### config.mk
export PLATFORM = sky130hd
export DESIGN_NAME = return_address_stack
export DESIGN_NICKNAME = d
export VERILOG_FILES = /design/src/rtl/return_address_stack.sv
export SDC_FILE = /design/constraint.sdc
export NUM_CORES = 1
export LEC_CHECK = 0
export BUFFER_PORTS_ARGS = -buffer_cell sky130_fd_sc_hd__buf_4
export CORE_ASPECT_RATIO = 1.2
export CORE_MARGIN = 5
export CORE_UTILIZATION = 60
export DETAILED_ROUTE_END_ITERATION = 12
export MAX_ROUTING_LAYER = met4
export PLACE_DENSITY = 0.81
export SLEW_MARGIN = 20
export SYNTH_ARGS = -nofsm -noshare
export SYNTH_HDL_FRONTEND = slang
export SYNTH_SLANG_ARGS = --single-unit
### constraint.sdc
create_clock -name clk -period 4.75 [get_ports clk]
set_clock_uncertainty 0.2 [all_clocks]
set_input_delay 0.2375 -clock clk [delete_from_list [all_inputs] [get_ports clk]]
set_output_delay 0.2375 -clock clk [all_outputs]
set_load 0.1 [all_outputs]
### src/rtl/return_address_stack.sv
// Return address stack: a LIFO of call return addresses beside the program
// counter. Pushed on a call, popped on a return. The top entry is presented
// combinationally so the counter can load it in the same cycle as the pop.
module return_address_stack #(
    parameter int DATA_WIDTH = 16,
    parameter int DEPTH      = 8,
    parameter int PTR_WIDTH  = 3
) (
    input  logic                  clk,
    input  logic                  reset,
    input  logic                  push_enable,
    input  logic [DATA_WIDTH-1:0] push_address,
    input  logic                  pop_enable,
    input  logic                  clear_errors,
    output logic [DATA_WIDTH-1:0] return_address,
    output logic                  empty,
    output logic                  full,
    output logic [PTR_WIDTH:0]    count,
    output logic                  overflow,
    output logic                  underflow
);

    localparam logic [PTR_WIDTH:0] DEPTH_CNT = (PTR_WIDTH + 1)'(DEPTH);
    localparam logic [PTR_WIDTH:0] ONE_CNT   = (PTR_WIDTH + 1)'(1);

    logic [DATA_WIDTH-1:0] entry_reg [DEPTH];
    logic [PTR_WIDTH:0]    count_reg;
    logic [PTR_WIDTH:0]    count_next;
    logic [PTR_WIDTH:0]    count_minus_one;
    logic [PTR_WIDTH-1:0]  top_idx;
    logic                  overflow_reg;
    logic                  underflow_reg;
    logic                  is_empty;
    logic                  is_full;
    logic                  wr_en;
    logic [PTR_WIDTH-1:0]  wr_idx;
    logic                  overflow_set;
    logic                  underflow_set;
    logic [DEPTH-1:0]      wr_sel;

    assign is_empty        = (count_reg == '0);
    assign is_full         = (count_reg == DEPTH_CNT);
    assign count_minus_one = count_reg - ONE_CNT;
    assign top_idx         = count_minus_one[PTR_WIDTH-1:0];

    // Decode the next count, the entry to write and the error events.
    // A push on a full stack is dropped so the oldest entries survive; a
    // push+pop on a non-empty stack simply replaces the top entry.
    always_comb begin
        count_next    = count_reg;
        wr_en         = 1'b0;
        wr_idx        = '0;
        overflow_set  = 1'b0;
        underflow_set = 1'b0;
        if (push_enable && !pop_enable) begin
            if (is_full) begin
                overflow_set = 1'b1;
            end else begin
                wr_en      = 1'b1;
                wr_idx     = count_reg[PTR_WIDTH-1:0];
                count_next = count_reg + ONE_CNT;
            end
        end else if (!push_enable && pop_enable) begin
            if (is_empty) begin
                underflow_set = 1'b1;
            end else begin
                count_next = count_minus_one;
            end
        end else if (push_enable && pop_enable) begin
            wr_en = 1'b1;
            if (is_empty) begin
                wr_idx        = '0;
                count_next    = ONE_CNT;
                underflow_set = 1'b1;
            end else begin
                wr_idx = top_idx;
            end
        end
    end

    // One write-select line per storage entry.
    generate
        for (genvar gi = 0; gi < DEPTH; gi++) begin : g_wr_sel
            assign wr_sel[gi] = wr_en && (wr_idx == PTR_WIDTH'(gi));
        end
    endgenerate

    // Storage update; reset wipes every entry so stale addresses never leak.
    always_ff @(posedge clk) begin
        for (int i = 0; i < DEPTH; i++) begin
            if (reset) begin
                entry_reg[i] <= '0;
            end else if (wr_sel[i]) begin
                entry_reg[i] <= push_address;
            end
        end
    end

    // Occupancy counter and sticky error flags; a new error beats a clear.
    always_ff @(posedge clk) begin
        if (reset) begin
            count_reg     <= '0;
            overflow_reg  <= 1'b0;
            underflow_reg <= 1'b0;
        end else begin
            count_reg <= count_next;
            if (overflow_set) begin
                overflow_reg <= 1'b1;
            end else if (clear_errors) begin
                overflow_reg <= 1'b0;
            end
            if (underflow_set) begin
                underflow_reg <= 1'b1;
            end else if (clear_errors) begin
                underflow_reg <= 1'b0;
            end
        end
    end

    assign return_address = is_empty ? '0 : entry_reg[top_idx];
    assign empty          = is_empty;
    assign full           = is_full;
    assign count          = count_reg;
    assign overflow       = overflow_reg;
    assign underflow      = underflow_reg;

endmodule

==> impl_metrics.tcl <==
set metrics [dict create \
    status "completed" \
    cts_resized 0 \
    synth_seq_area_share_pct 62.53 \
    swShare_pct 40.33 \
    die_h_um 122.6 \
    tightest_slew_ns 1.014 \
    fin_ws_ns 1.073 \
    gr-total-overflow 0 \
    cpPeakStageDelay_ns 0.70 \
    synth_warnings 0 \
    arrival_ns 3.59 \
    drive_above_1_share_pct 23.22 \
    min_period_ns 3.677 \
    wirelength_um 15260 \
    antenna_left 0 \
    relSlewSlack_pct 32.06 \
    crit_required_ns 4.67 \
    n_fill_cell 676 \
    setup_viol 0 \
    seq_power_share_pct 32.7 \
    combPwrFrac_pct 39.9 \
    htreeDepth 4 \
    antenna_found_initial 0 \
    vias 4364 \
    ff2ff_setup_slack_ns 1.07 \
    clock_path_buffers 2 \
    wire_per_inst_um 22.58 \
    synth_fp_nets 518 \
    grt_pass1_wl_um 24370 \
    avgSynthCellArea_sq_um 12.83 \
    gp_congestion 0.9213 \
    grt_max_degree 43 \
    final_cell_mix "128 x edfxtp_1, 100 x nor2_1, 57 x nand2_1, 56 x buf_4" \
    p_per_area_nw_per_um2 614.3 \
    yosys_register_bits 134 \
    diodes 0 \
    cts_root_buffer "clkbuf_16" \
    hold_violations 0 \
    clock_latency_ns 0.42 \
    intPower_mw 2.673 \
    synthesis.area_sq_um 6339 \
    cp_max_fo 41 \
    numPortBuffers 44 \
    grt_pass1_vias 4375 \
    fin_crit_sh_pct 77.41 \
    drt_iter0_markers 668 \
    clkPwrFrac_pct 27.4 \
    p_leak_nw 2.573 \
    viasPerCell 6.456 \
    ctsHoldBuffers 2 \
    max_freq_mhz 272.0 \
    core_area_sq_um 10410 \
    async_flop_share_pct 0 \
    ir_drop_v 0.0002878 \
    finalNetCount 558 \
    preCtsSetupSlack_ns 1.091 \
    crit_path_frequent_cell "buf_4" \
    drv_cap 0 \
    rsz0062_at_grt "no" \
    path_clk_slew_ns 0.06 \
    mostFrequentLayoutCell "edfxtp_1" \
    power_mw 4.480 \
    numCtsBuffers 17 \
    post_cts_buffers 0 \
    largest_reg_flops 128 \
    syn_inst 494 \
    crit_type "reg -> reg" \
    track_usage_pct 26.24 \
    clkSinkCount 134 \
    dp.cells 642 \
    cp_cell_sequence "buf_4 > xnor2_1 > a311oi_2 > nand2_1 > o21ai_1 > buf_4" \
    whs_ns 0.03184 \
    start_util_pct 60.87 \
    drt_pass1_iterations 8 \
    synth.distinct_cells 46 \
    final.setup.tns_ns 0 \
    synth_flop_cell "edfxtp_1" \
    synthToLayoutAreaGrowth_pct 15.06 \
    die_w_um 103.8 \
    dp_hpwl_um 10140 \
    cts_tree "done" \
    synth_enable_flop_cells 128 \
    critPathCaptureType "flop" \
    io_pins 45 \
    final_cells 676 \
    holdCritPathClass "in -> reg" \
    rows 41 \
    slew_viol_final 0 \
    die-area_sq_um 12730 \
    start_kind "flop" \
    switching_power_mw 1.807 \
    drcViolationCount 0 \
    cp_slowest_cell "o21ai_1" \
]
[cell type report]
type	count	area (sq um)	area share (%)
clock buffer	21	440.4	6.039
multi-input combinational	315	2147	29.44
timing repair buffer	58	440.4	6.039
clock inverter	11	108.9	1.493
tap	129	161.4	2.213
inverter	8	30.03	0.4117
sequential	134	3965	54.37
[cells in the mapped netlist, types with 4 or more instances]
library cell / n / area, sq um
edfxtp_1: 128 / 3844
nor2_1: 100 / 375.4
nand2_1: 57 / 214.0
mux4_2: 32 / 720.7
nor3_1: 32 / 160.2
a21oi_1: 18 / 90.09
buf_2: 17 / 85.08
nand3_1: 16 / 80.08
clkbuf_1: 12 / 45.04
o21ai_0: 8 / 40.04
inv_1: 7 / 26.28
dfxtp_1: 6 / 120.1
nand2b_1: 6 / 37.54
a22oi_1: 4 / 30.03
buf_6: 4 / 45.04
o22ai_1: 4 / 25.02
[kinds of logic (layout without fill, tap and decap cells)]
logic type               Yosys count  count (layout)  synth area share, %
AND/OR/NAND/NOR                  226             226                15.56
AO/OA/AOI/OAI                     46              46                5.192
XOR/XNOR                           6               6               0.8292
buffers and inverters             45              98                3.592
adder cells (fa/ha/maj)            3               3               0.5922
multiplexers                      34              34                11.71
flip-flops                       134             134                62.53
[worst paths after layout]
kind / to / from / cells past startpoint
max: entry_reg[7][15] / count[0] / 6
min: entry_reg[1][15] / push_address[15] / 3
max reg2reg: entry_reg[7][15] / count[0] / 6
min reg2reg: underflow / underflow / 2
[per-layer routing]
metal / global-route usage (%) / vias to the layer above / share of wire [%]
li1: - / 1906 / -
met1: 33.03 / 2128 / 36
met2: 42.11 / 288 / 51
met3: 6.049 / 42 / 10
met4: 10.04 / 0 / 2.5
met5: - / - / 0
[per-stage QoR]
| stage | instance area (sq um) | utilization, % |
|---|---|---|
| final | 7293 | 70.03 |
| after global routing | 7293 | 70.03 |
| after CTS | 7293 | 70.03 |
| after detailed placement | 6724 | 64.57 |
| after global placement | 6724 | 64.57 |
| after floorplan | 6339 | - |
[critical path, delay by kind of cell (launching register included)]
kind / cells / cell delay [ns]
xor+xnor: 1 / 0.17
compound gates: 2 / 1.26
simple gates: 1 / 0.49
flops: 1 / 0.34
buf+inv: 2 / 0.91
[power by group through the flow]
stage          clock (mW)  sequential [mW]  combinational, mW
6_report             1.23             1.46               1.79
3_5_place_dp            0             1.49               1.77
4_1_cts              1.22             1.46               1.78
5_1_grt              1.29             1.47               1.88
3_3_place_gp            0             1.48               1.74
2_1_floorplan           0             1.53               1.34
No activity file was read; power rests on OpenSTA's default activity.
